File: config.mk
export PLATFORM = sky130hd
export DESIGN_NAME = kamus_if_id_queue_flat
export DESIGN_NICKNAME = d
export VERILOG_FILES = /design/src/rtl/kamus_if_id_queue_if.sv /design/src/rtl/kamus_if_id_queue.sv /design/src/flat_wrapper.sv
export SDC_FILE = /design/constraint.sdc
export NUM_CORES = 1
export LEC_CHECK = 0
export ABC_AREA = 0
export BUFFER_PORTS_ARGS = -buffer_cell sky130_fd_sc_hd__buf_2
export CAP_MARGIN = 20
export CORE_AREA = 2 2 137 139
export DETAILED_ROUTE_END_ITERATION = 10
export DIE_AREA = 0 0 139 141
export PLACE_DENSITY = 0.82
export SYNTH_ARGS = -nofsm -noshare
export SYNTH_HDL_FRONTEND = slang
export SYNTH_SLANG_ARGS = --single-unit
File: constraint.sdc
create_clock -name clk_i -period 8.3 [get_ports clk_i]
set_input_delay 0.415 -clock clk_i [delete_from_list [all_inputs] [get_ports clk_i]]
set_output_delay 0.415 -clock clk_i [all_outputs]
set_load 0.01 [all_outputs]
File: src/rtl/kamus_if_id_queue_if.sv
// Fetch-to-decode queue bundle: fetch push side, decode pop side, flush and occupancy.
interface kamus_if_id_queue_if #(
    parameter int unsigned DEPTH = 4
);
    localparam int unsigned CntW = $clog2(DEPTH) + 1;

    logic            if_valid_i;
    logic [31:0]     if_instr_i;
    logic [31:0]     if_next_pc_i;
    logic            if_ready_o;
    logic            flush_i;
    logic            id_valid_o;
    logic [31:0]     id_instr_o;
    logic [31:0]     id_pc_o;
    logic [31:0]     id_next_pc_o;
    logic            id_ready_i;
    logic [CntW-1:0] count_o;

    // Environment side: drives fetch words, flush and decode ready.
    modport master (
        output if_valid_i, if_instr_i, if_next_pc_i, flush_i, id_ready_i,
        input  if_ready_o, id_valid_o, id_instr_o, id_pc_o, id_next_pc_o, count_o
    );

    // Queue side.
    modport slave (
        input  if_valid_i, if_instr_i, if_next_pc_i, flush_i, id_ready_i,
        output if_ready_o, id_valid_o, id_instr_o, id_pc_o, id_next_pc_o, count_o
    );
endinterface

File: src/rtl/kamus_if_id_queue.sv
// Instruction fetch queue between IF and ID: FWFT head, NOP when empty, flush on redirect.
module kamus_if_id_queue #(
    parameter int unsigned DEPTH     = 4,
    parameter logic [31:0] NOP_INSTR = 32'h0000_0013
) (
    input  logic                 clk_i,
    input  logic                 rst_ni,
    kamus_if_id_queue_if.slave   q
);
    localparam int unsigned PtrW = $clog2(DEPTH);
    localparam int unsigned CntW = PtrW + 1;
    localparam logic [CntW-1:0] DepthCnt = CntW'(DEPTH);

    logic [31:0]     instr_q   [DEPTH];
    logic [31:0]     next_pc_q [DEPTH];
    logic [PtrW-1:0] wr_ptr_q, wr_ptr_d;
    logic [PtrW-1:0] rd_ptr_q, rd_ptr_d;
    logic [CntW-1:0] count_q, count_d;

    logic ready;
    logic valid;
    logic push_en;
    logic pop_en;

    // Handshake qualifiers; ready depends only on registered count so a pop never frees a slot
    // in the same cycle.
    always_comb begin
        ready   = (count_q < DepthCnt);
        valid   = (count_q != '0);
        push_en = q.if_valid_i && ready;
        pop_en  = valid && q.id_ready_i;
    end

    // Next-state for pointers and occupancy; flush discards any concurrent push/pop.
    always_comb begin
        wr_ptr_d = wr_ptr_q;
        rd_ptr_d = rd_ptr_q;
        count_d  = count_q;
        if (q.flush_i) begin
            wr_ptr_d = '0;
            rd_ptr_d = '0;
            count_d  = '0;
        end else begin
            if (push_en) begin
                wr_ptr_d = wr_ptr_q + PtrW'(1);
            end
            if (pop_en) begin
                rd_ptr_d = rd_ptr_q + PtrW'(1);
            end
            if (push_en && !pop_en) begin
                count_d = count_q + CntW'(1);
            end else if (pop_en && !push_en) begin
                count_d = count_q - CntW'(1);
            end
        end
    end

    // Pointer and occupancy state with synchronous reset.
    always_ff @(posedge clk_i) begin
        if (!rst_ni) begin
            wr_ptr_q <= '0;
            rd_ptr_q <= '0;
            count_q  <= '0;
        end else begin
            wr_ptr_q <= wr_ptr_d;
            rd_ptr_q <= rd_ptr_d;
            count_q  <= count_d;
        end
    end

    // Entry storage; data needs no reset since validity comes from count.
    always_ff @(posedge clk_i) begin
        if (rst_ni && !q.flush_i && push_en) begin
            instr_q[wr_ptr_q]   <= q.if_instr_i;
            next_pc_q[wr_ptr_q] <= q.if_next_pc_i;
        end
    end

    // First-word-fall-through head with empty defaults.
    always_comb begin
        q.if_ready_o   = ready;
        q.id_valid_o   = valid;
        q.count_o      = count_q;
        q.id_instr_o   = NOP_INSTR;
        q.id_pc_o      = '0;
        q.id_next_pc_o = '0;
        if (valid) begin
            q.id_instr_o   = instr_q[rd_ptr_q];
            q.id_next_pc_o = next_pc_q[rd_ptr_q];
            q.id_pc_o      = next_pc_q[rd_ptr_q] - 32'h4;
        end
    end

    a_count_bound: assert property (@(posedge clk_i) disable iff (!rst_ni)
        count_q <= DepthCnt);
    a_push_ready: assert property (@(posedge clk_i) disable iff (!rst_ni)
        push_en |-> ready);
    a_nop_empty: assert property (@(posedge clk_i) disable iff (!rst_ni)
        !valid |-> (q.id_instr_o == NOP_INSTR));

endmodule

File: src/flat_wrapper.sv
// flat-port wrapper written by rule: the top's interface ports become plain ports
module kamus_if_id_queue_flat 
#(
    parameter int unsigned DEPTH     = 4,
    parameter logic [31:0] NOP_INSTR = 32'h0000_0013
)
  (clk_i, rst_ni, q_if_valid_i, q_if_instr_i, q_if_next_pc_i, q_flush_i, q_id_ready_i, q_if_ready_o, q_id_valid_o, q_id_instr_o, q_id_pc_o, q_id_next_pc_o, q_count_o);
  kamus_if_id_queue_if #(.DEPTH(DEPTH)) q_i ();
  input  logic clk_i;
  input  logic rst_ni;
  input wire logic [$bits(q_i.if_valid_i)-1:0] q_if_valid_i;
  input wire logic [$bits(q_i.if_instr_i)-1:0] q_if_instr_i;
  input wire logic [$bits(q_i.if_next_pc_i)-1:0] q_if_next_pc_i;
  input wire logic [$bits(q_i.flush_i)-1:0] q_flush_i;
  input wire logic [$bits(q_i.id_ready_i)-1:0] q_id_ready_i;
  output wire logic [$bits(q_i.if_ready_o)-1:0] q_if_ready_o;
  output wire logic [$bits(q_i.id_valid_o)-1:0] q_id_valid_o;
  output wire logic [$bits(q_i.id_instr_o)-1:0] q_id_instr_o;
  output wire logic [$bits(q_i.id_pc_o)-1:0] q_id_pc_o;
  output wire logic [$bits(q_i.id_next_pc_o)-1:0] q_id_next_pc_o;
  output wire logic [$bits(q_i.count_o)-1:0] q_count_o;
  assign q_i.if_valid_i = q_if_valid_i;
  assign q_i.if_instr_i = q_if_instr_i;
  assign q_i.if_next_pc_i = q_if_next_pc_i;
  assign q_i.flush_i = q_flush_i;
  assign q_i.id_ready_i = q_id_ready_i;
  assign q_if_ready_o = q_i.if_ready_o;
  assign q_id_valid_o = q_i.id_valid_o;
  assign q_id_instr_o = q_i.id_instr_o;
  assign q_id_pc_o = q_i.id_pc_o;
  assign q_id_next_pc_o = q_i.id_next_pc_o;
  assign q_count_o = q_i.count_o;
  kamus_if_id_queue #(.DEPTH(DEPTH), .NOP_INSTR(NOP_INSTR)) u_core (.clk_i(clk_i), .rst_ni(rst_ni), .q(q_i));
endmodule
==> results.json, run 1 <==
{
  "n_fill_cell": 1146,
  "ys.flop_type": "edfxtp_1",
  "multiInputGateArea_um2": 2805,
  "yosysWarningCount": 0,
  "irDropWorstVdd_v": 0.0002061,
  "vias": 5862,
  "setup-violations-final": 0,
  "fin_crit_ns": 4.648,
  "pre_cts_slack_ns": 3.846,
  "cp_data_arrival_time_ns": 4.23,
  "synth_top_area_share": 0.7116,
  "drt_iter0_markers": 349,
  "status": "finished, final reports clean",
  "clock_skew_ns": 0.009911,
  "grt_max_degree": 66,
  "route.detailed.drc": 0,
  "setup_slack_ns": 3.652,
  "min_path_type": "in -> reg",
  "placed_area_um2": 11870,
  "critPathMaxFanout": 45,
  "wl_per_cell_um": 21.13,
  "final-seq-area_um2": 7875,
  "rows": 50,
  "via_per_inst": 5.850,
  "boundaryPins": 170,
  "critPathKind": "reg -> out",
  "critPathRequiredTime_ns": 7.89,
  "hold_slack_ns": 0.1030,
  "routed_wl_mm": 21.17,
  "htree_levels": 1,
  "p_per_area_nw_per_um2": 234.9,
  "async_flop_share": 0,
  "worstSetupStartpointType": "flip-flop",
  "fin_nets": 824,
  "fin_util": 0.6992,
  "syn_nets": 651,
  "grt_pass1_wl_mm": 33.54,
  "post_cts_resized": 0,
  "area_growth_pct": 18.24,
  "cts-buffers-inserted": 26,
  "synthMostInstantiatedCell": "edfxtp_1",
  "postLayoutCellArea_um2": 12770,
  "fin_crit_sh": 0.5600,
  "synth_common_cells": "256 x edfxtp_1, 60 x mux4_2, 58 x and2_1, 30 x nor2_1",
  "insertion_delay_ns": 0.52,
  "die_x_um": 139,
  "slew_headroom": 0.3330,
  "max-clock-path-buffers": 3,
  "cts_tree": "built",
  "drv_slew": 0,
  "postRouteAntennaNets": 0,
  "rsz0062_at_grt": "no",
  "power_mw": 3.000,
  "synthTopCellsByArea": "edfxtp_1 71%, mux4_2 13%, and2_1 3.4%",
  "grt_use_total": 0.2202,
  "final_cells": 1002,
  "drive_above_1_share": 0.3773,
  "first_global_vias": 6213,
  "final.setup.tns_ns": 0,
  "yosysTopAreaCell": "edfxtp_1",
  "cts_sinks": 265,
  "gp_congestion": 0.8692,
  "post_cts_buffers": 0,
  "synth_cell_types": 41,
  "yosysSeqAreaShare": 0.7283,
  "hold_violations": 0,
  "fp.coreArea_um2": 18270,
  "cts_root_buf": "clkbuf_16",
  "grt_overflow": 0,
  "port_buffers": 169,
  "synth_edf_count": 256,
  "antenna_found_initial": 2,
  "syn_inst": 575,
  "clkTransAtPathRegs_ns": 0.06,
  "max_freq_mhz": 215.1,
  "mappedNetlistArea_um2": 10800,
  "initial_core_util": 0.5914,
  "ys_ff_latch": 265,
  "drtPass1Iterations": 5,
  "dieArea_um2": 19600,
  "syn_avg_cell_area_um2": 18.79,
  "numPlacedInstances": 953,
  "p_leak_nw": 4.435,
  "max_cap_viol_count": 0,
  "ctsHoldBuffers": 0,
  "die-height_um": 141,
  "dpl.hpwl_mm": 12.80,
  "end_kind": "primary output",
  "tightest_slew_ns": 1.000
}
-- registers in the layout, summed over array words and instances (netlist names), named ones only --
signal,cells
u_core.next_pc_q,128
u_core.q.count_o,3
u_core.rd_ptr_q,2
u_core.instr_q,128
u_core.wr_ptr_q,2
-- per-layer routing --
layer / track usage / vias to the layer above / share of wire
met5: 0 / - / 0.00061
met4: 0.06326 / 2 / 0.017
met3: 0.05435 / 34 / 0.086
met2: 0.3759 / 245 / 0.51
met1: 0.2869 / 2938 / 0.39
li1: - / 2643 / -
-- kinds of logic after synthesis --
group,Yosys count,share of synthesized area
flops,265,0.7283
simple gates,152,0.08108
mux,71,0.1404
buf+inv,35,0.01436
compound gates,31,0.01575
xor+xnor,14,0.01135
fa+ha+maj,7,0.008802
-- area by class of cell --
cell class / instances / area share
sequential: 265 / 0.6165
multi-input combinational: 275 / 0.2196
timing repair buffer: 173 / 0.07013
clock buffer: 33 / 0.05299
tap: 234 / 0.02292
clock inverter: 13 / 0.01538
inverter: 7 / 0.002057
antenna: 2 / 0.0003918
-- cell usage in the layout, fill, tap and decap left out, types with 6 or more instances in the layout --
master,instances
a21oi_1,17
and2_1,58
buf_2,169
clkbuf_1,7
clkbuf_16,26
dfxtp_1,7
edfxtp_1,256
ha_1,6
inv_1,6
mux4_2,60
nand2_1,8
nor2_1,30
o21ai_0,8
or2_2,7
or3_1,10
xor2_1,10
-- path summary, 6_finish.rpt --
| path | start | slack (ns) | endpoint | cells after the start |
|---|---|---|---|---|
| worst max-delay path | flip-flop | 3.65 | q_id_pc_o[31] | 8 |
| worst min-delay path | q_if_instr_i[25] | 0.10 | u_core.instr_q[2][25] | 1 |
| worst min register to register | u_core.rd_ptr_q[1] | 0.55 | u_core.rd_ptr_q[1] | 2 |
| worst max register to register | u_core.q.count_o[2] | 5.23 | u_core.q.count_o[2] | 10 |
-- power breakdown --
group          total, mW  switching (mW)  leakage (nW)  internal, mW
Sequential          1.49         0.00932          2.39          1.49
Combinational      0.321           0.187          1.62         0.134
Clock               1.18           0.454         0.424         0.731
-- worst max-delay path, stage by stage (launching register included) --
cell and delay (ns):
dfxtp_4 0.51, buf_4 0.28, buf_16 0.32, mux4_2 0.63, nor3_1 0.52, nand3_1 0.30, or4b_1 0.61, mux2_1 0.34
buf_2 0.15
Power figures use the tool's default switching activity.
==> inputs of run 2 (changes only) <==
--- a/config.mk
+++ b/config.mk
@@ -5,13 +5,13 @@
 export SDC_FILE = /design/constraint.sdc
 export NUM_CORES = 1
 export LEC_CHECK = 0
-export ABC_AREA = 0
+export ABC_AREA = 1
 export BUFFER_PORTS_ARGS = -buffer_cell sky130_fd_sc_hd__buf_2
 export CAP_MARGIN = 20
-export CORE_AREA = 2 2 137 139
+export CORE_AREA = 2 2 152 154
 export DETAILED_ROUTE_END_ITERATION = 10
-export DIE_AREA = 0 0 139 141
-export PLACE_DENSITY = 0.82
+export DIE_AREA = 0 0 154 156
+export PLACE_DENSITY = 0.75
 export SYNTH_ARGS = -nofsm -noshare
 export SYNTH_HDL_FRONTEND = slang
 export SYNTH_SLANG_ARGS = --single-unit
==> constraint.sdc (replaced) <==
create_clock -name clk_i -period 3.85 [get_ports clk_i]
set_input_delay 0.1925 -clock clk_i [delete_from_list [all_inputs] [get_ports clk_i]]
set_output_delay 0.1925 -clock clk_i [all_outputs]
set_load 0.01 [all_outputs]
==> run 2 against run 1 <==
  * Flip-flop and latch count did not move
  * Clock-buffer cell count fell by 2
  * Global-route usage rose by 0.087 points
  * Largest power group unchanged
==> results.json, run 2 <==
{
  "cts_sinks": 265,
  "p_leak_nw": 5.448,
  "htree_levels": 1,
  "drv_slew": 0,
  "die_x_um": 154,
  "hold_violations": 0,
  "p_per_area_nw_per_um2": 452.7,
  "setup-violations-final": 0,
  "status": "finished, final reports clean",
  "gp_congestion": 0.9113,
  "routed_wl_mm": 26.77,
  "synth_top_area_share": 0.6721,
  "clkPwrFrac": 0.372,
  "yosysWarningCount": 0,
  "post_cts_resized": 0,
  "switching_share": 0.2394,
  "clkTransAtPathRegs_ns": 0.06,
  "yosysSeqAreaShare": 0.6879,
  "fin_crit_ns": 3.390,
  "n_fill_cell": 1725,
  "worstSetupStartpointType": "flip-flop",
  "area_growth_pct": 22.11,
  "synth_common_cells": "256 x edfxtp_1, 242 x nor2_1, 229 x nand2_1, 76 x o21ai_0, 68 x nand3_1",
  "yosysTopAreaCell": "edfxtp_1",
  "syn_nets": 1145,
  "critPathKind": "reg -> out",
  "syn_avg_cell_area_um2": 10.70,
  "cts_tree": "built",
  "mappedNetlistArea_um2": 11440,
  "min_path_type": "in -> reg",
  "drt_iter0_markers": 611,
  "final_cell_mix": "256 x edfxtp_1, 238 x nor2_1, 229 x nand2_1",
  "boundaryPins": 170,
  "slew_headroom": 0.3592,
  "fin_crit_sh": 0.8804,
  "synth_edf_count": 256,
  "grt_overflow": 0,
  "first_global_vias": 8097,
  "synth_cell_types": 26,
  "grt_pass1_wl_mm": 41.91,
  "ys.flop_type": "edfxtp_1",
  "die-height_um": 156,
  "route.detailed.drc": 0,
  "cts-buffers-inserted": 27,
  "max-clock-path-buffers": 3,
  "max_cap_viol_count": 0,
  "irDropWorstVdd_v": 0.0004460,
  "insertion_delay_ns": 0.52,
  "postRouteAntennaNets": 0,
  "cts_root_buf": "clkbuf_16",
  "ys_ff_latch": 265,
  "via_per_inst": 5.240,
  "fin_util": 0.6244,
  "initial_core_util": 0.5114,
  "drive_above_1_share": 0.1960,
  "tightest_slew_ns": 0.9611,
  "port_buffers": 169,
  "rows": 55,
  "seqPwrFrac": 0.510,
  "antenna_found_initial": 1,
  "critPathMaxFanout": 90,
  "p_comb_frac": 0.119,
  "critPathRequiredTime_ns": 3.66,
  "end_kind": "primary output",
  "cp_data_arrival_time_ns": 3.20,
  "synthMostInstantiatedCell": "edfxtp_1",
  "dieArea_um2": 24020,
  "dpl.hpwl_mm": 15.81,
  "wl_per_cell_um": 16.76,
  "grt_use_total": 0.2211,
  "clock_skew_ns": 0.01125,
  "drtPass1Iterations": 5,
  "final_common_cell": "edfxtp_1",
  "power_mw": 6.323,
  "max_freq_mhz": 295.0,
  "grt_max_degree": 91,
  "async_flop_share": 0,
  "fp.coreArea_um2": 22370,
  "syn_inst": 1069,
  "rsz0062_at_grt": "no",
  "power.net_switching_mw": 1.514,
  "synthTopCellsByArea": "edfxtp_1 67%, nor2_1 7.9%, nand2_1 7.5%",
  "vias": 8369,
  "fin_nets": 1369,
  "p_int_mw": 4.809
}
run 2: power by group through the flow:
stage | Clock [mW] | Combinational, mW | Sequential, mW
finish | 2.35 | 0.752 | 3.22
global route | 2.52 | 0.829 | 3.22
CTS | 2.38 | 0.751 | 3.22
detailed placement | 0 | 0.695 | 3.28
global placement | 0 | 0.684 | 3.28
floorplan | 0 | 0.408 | 3.28
run 2: cells by family after synthesis:
group | after synthesis | synth area share
flip-flops | 265 | 0.6879
AND/OR/NAND/NOR | 567 | 0.2003
buffers and inverters | 92 | 0.03818
adder cells (fa/ha/maj) | 7 | 0.008314
AO/OA/AOI/OAI | 129 | 0.05842
XOR/XNOR | 9 | 0.006892
run 2: final timing paths:
kind,startpoint,end,slack [ns],depth (start not counted)
worst max-delay path,flip-flop,q_id_pc_o[16],0.46,11
worst min-delay path,q_flush_i,u_core.wr_ptr_q[0],0.03,4
worst max register to register,u_core.q.count_o[0],u_core.q.count_o[1],1.52,8
worst min register to register,u_core.rd_ptr_q[0],u_core.rd_ptr_q[0],0.49,1
run 2: area by class of cell:
cell class                 instances  area (um^2)  share of cell area
clock buffer                      31        690.7             0.04945
tap                              285        356.6             0.02553
sequential                       265         7873              0.5637
clock inverter                    16        97.59            0.006988
timing repair buffer             249         1634              0.1170
inverter                          38        143.9             0.01030
multi-input combinational        712         3168              0.2268
antenna                            1        2.502           0.0001792
run 2: timing repair:
item / 4_1_cts / 5_1_grt
hold buffers: 65 / 0
setup buffers: 0 / 0
hold endpoints to repair: 257 / 0
run 2: worst max-delay path, stage by stage (launching register included):
cell and delay, ns:
dfxtp_4 0.61, buf_4 0.81, nand2_1 0.11, nand3_1 0.13
nand2_1 0.17, nand2_1 0.15, nor2_1 0.07, nand2_1 0.15
nor2_1 0.09, xor2_1 0.14, nor2_1 0.08, buf_2 0.14
run 2: layer usage:
metal | vias up | track usage | share of wire
li1 | 4073 | - | -
met1 | 3923 | 0.2839 | 0.41
met2 | 332 | 0.3842 | 0.49
met3 | 41 | 0.04694 | 0.081
met4 | 0 | 0.05919 | 0.016
met5 | - | 0 | 0
run 2: metrics by stage:
stage	cells	area [um^2]	worst slack, ns	setup TNS, ns	hold slack (ns)
6_report	1597	13970	0.4605	0	0.02780
5_1_grt	1597	13970	0.1348	0	0.05851
4_1_cts	1596	13960	0.4300	0	0.005134
3_5_place_dp	1484	12520	1.002	0	0.4079
3_3_place_gp	1484	12520	1.070	0	0.4021
2_1_floorplan	1069	11440	-0.08515	-21.80	0.2914
==> inputs of run 3 (changes only) <==
--- a/config.mk
+++ b/config.mk
@@ -11,7 +11,8 @@
 export CORE_AREA = 2 2 152 154
 export DETAILED_ROUTE_END_ITERATION = 10
 export DIE_AREA = 0 0 154 156
-export PLACE_DENSITY = 0.75
+export PLACE_DENSITY = 0.79
+export SKIP_CTS_REPAIR_TIMING = 1
 export SYNTH_ARGS = -nofsm -noshare
 export SYNTH_HDL_FRONTEND = slang
 export SYNTH_SLANG_ARGS = --single-unit
==> run 3 against run 2 <==
  * Wire length is 2.2% higher
  * Setup slack worse by 0.025 ns
  * Via count is 1.2% higher
  * Sequential power hardly changed
==> results.json, run 3 (synthesis gave the netlist of run 2 again) <==
{
  "max_stage_delay_ns": 0.86,
  "hold_slack_ns": 0.02033,
  "timing.rr.end": "u_core.q.count_o[1]",
  "slew_headroom": 0.2912,
  "rows": 55,
  "drv_slew": 0,
  "clock_skew_ns": 0.01297,
  "gp_congestion": 0.9282,
  "cp_data_arrival_time_ns": 3.22,
  "first_global_vias": 7708,
  "critPathRequiredTime_ns": 3.66,
  "grt_use_total": 0.2126,
  "drive_above_1_share": 0.1985,
  "vias": 8469,
  "n_fill_cell": 1683,
  "initial_core_util": 0.5114,
  "dpl.hpwl_mm": 16.61,
  "setup_slack_ns": 0.4355,
  "cts_sinks": 265,
  "grt_max_degree": 101,
  "postRouteAntennaNets": 0,
  "max_cap_viol_count": 0,
  "htree_levels": 1,
  "hold_violations": 0,
  "routed_wl_mm": 27.36,
  "area_growth_pct": 23.07,
  "reg2reg_slack_ns": 1.55,
  "port_buffers": 169,
  "power_mw": 6.490,
  "diodes": 0,
  "p_leak_nw": 5.495,
  "fin_crit_ns": 3.414,
  "fin_nets": 1371,
  "worstSetupStartpointType": "flip-flop",
  "critPathMaxFanout": 100,
  "die-height_um": 156,
  "antenna_found_initial": 0,
  "rsz0062_at_grt": "no",
  "path_common_cell": "nand2_1",
  "boundaryPins": 170,
  "die_x_um": 154,
  "end_kind": "primary output",
  "p_per_area_nw_per_um2": 461.0,
  "final_cell_mix": "256 x edfxtp_1, 238 x nor2_1, 229 x nand2_1",
  "critPathKind": "reg -> out",
  "cts-buffers-inserted": 27,
  "hp-start": "q_if_valid_i",
  "irDropWorstVdd_v": 0.0004682,
  "cp_slowest_cell": "buf_4",
  "cts_root_buf": "clkbuf_16",
  "route.detailed.drc": 0,
  "max-clock-path-buffers": 3,
  "crit_chain": "buf_4 -> nand2_1 -> nand3_1 -> nand2_1 -> nand2_1 -> nor2_1 -> nand2_1 -> nor2_4 -> nand2_1 -> nor2_1 -> nor2_1 -> buf_2",
  "wl_per_cell_um": 17.10,
  "final_common_cell": "edfxtp_1",
  "max_freq_mhz": 292.9,
  "dieArea_um2": 24020,
  "min_path_type": "in -> reg",
  "setup-violations-final": 0,
  "pre_cts_slack_ns": 0.9035,
  "min_path_cells": 3,
  "worst-path-buf-inv": 2,
  "min_to": "u_core.wr_ptr_q[0]",
  "drtPass1Iterations": 6,
  "fin_crit_sh": 0.8869,
  "via_per_inst": 5.293,
  "grt_pass1_wl_mm": 39.99,
  "status": "finished, final reports clean",
  "fp.coreArea_um2": 22370,
  "grt_overflow": 0,
  "insertion_delay_ns": 0.54,
  "clkTransAtPathRegs_ns": 0.06,
  "cts_tree": "built",
  "tightest_slew_ns": 1.063,
  "r2r-start": "u_core.q.count_o[0]",
  "rr_worst_depth": 8,
  "drt_iter0_markers": 768,
  "cp_top_family": "simple AND/OR/NAND/NOR gates"
}
[run 3: cell count changes in the layout (fill, tap and decap cells not counted), sizes merged]
cell and change:
buf +3, diode -1, clkbuf +4, bufinv +2
clkinv -6, inv +2, dlygate4sd3 -1
[run 3: worst min-delay path, delay by kind of cell]
family	cells	cell delay, ns
simple gates	1	0.13
buf+inv	1	0.09
compound gates	1	0.08
[run 3: final cells by class]
| class | instances | area, um^2 | share of cell area |
|---|---|---|---|
| flip-flops and latches | 265 | 7873 | 0.5593 |
| multi-input cells | 712 | 3168 | 0.2251 |
| well taps | 285 | 356.6 | 0.02533 |
| repair buffers | 251 | 1672 | 0.1188 |
| clock buffers | 35 | 705.7 | 0.05013 |
| clock inverters | 14 | 156.4 | 0.01111 |
| inverters | 38 | 145.1 | 0.01031 |
[run 3: stage by stage]
| step | instances | TNS, ns | instance area, um^2 | util |
|---|---|---|---|---|
| 2_1_floorplan | 1069 | -21.80 | 11440 | - |
| 3_3_place_gp | 1487 | 0 | 12570 | 0.5621 |
| 3_5_place_dp | 1487 | 0 | 12570 | 0.5621 |
| 4_1_cts | 1536 | 0 | 13430 | 0.6007 |
| 5_1_grt | 1600 | 0 | 14080 | 0.6294 |
| 6_report | 1600 | 0 | 14080 | 0.6294 |
[run 3: worst max-delay path by stage]
stage	from	endpoint	slack, ns	depth (start not counted)
finish	flip-flop	q_id_pc_o[21]	0.44	12
global route	flip-flop	q_id_pc_o[21]	0.12	12
CTS	flip-flop	q_id_pc_o[28]	0.34	14
detailed placement	flip-flop	q_id_pc_o[18]	0.90	14
global placement	flip-flop	q_id_pc_o[28]	0.97	14
floorplan	u_core.q.count_o[2]	u_core.instr_q[0][0]	-0.09	5
[run 3: power breakdown]
group | switching [mW] | internal [mW] | leakage, nW
sequential | 0.0173 | 3.20 | 2.39
combinational | 0.495 | 0.268 | 2.69
clock | 1.01 | 1.50 | 0.418
total | 1.52 | 4.97 | 5.50
[run 3: per-layer routing]
metal / GRT usage / wire, um / vias to the layer above
met2: 0.3713 / 13520 / 415
met5: 0 / 0 / -
met4: 0.05830 / 531 / 0
met1: 0.2656 / 11030 / 3933
li1: - / - / 4077
met3: 0.05278 / 2273 / 44
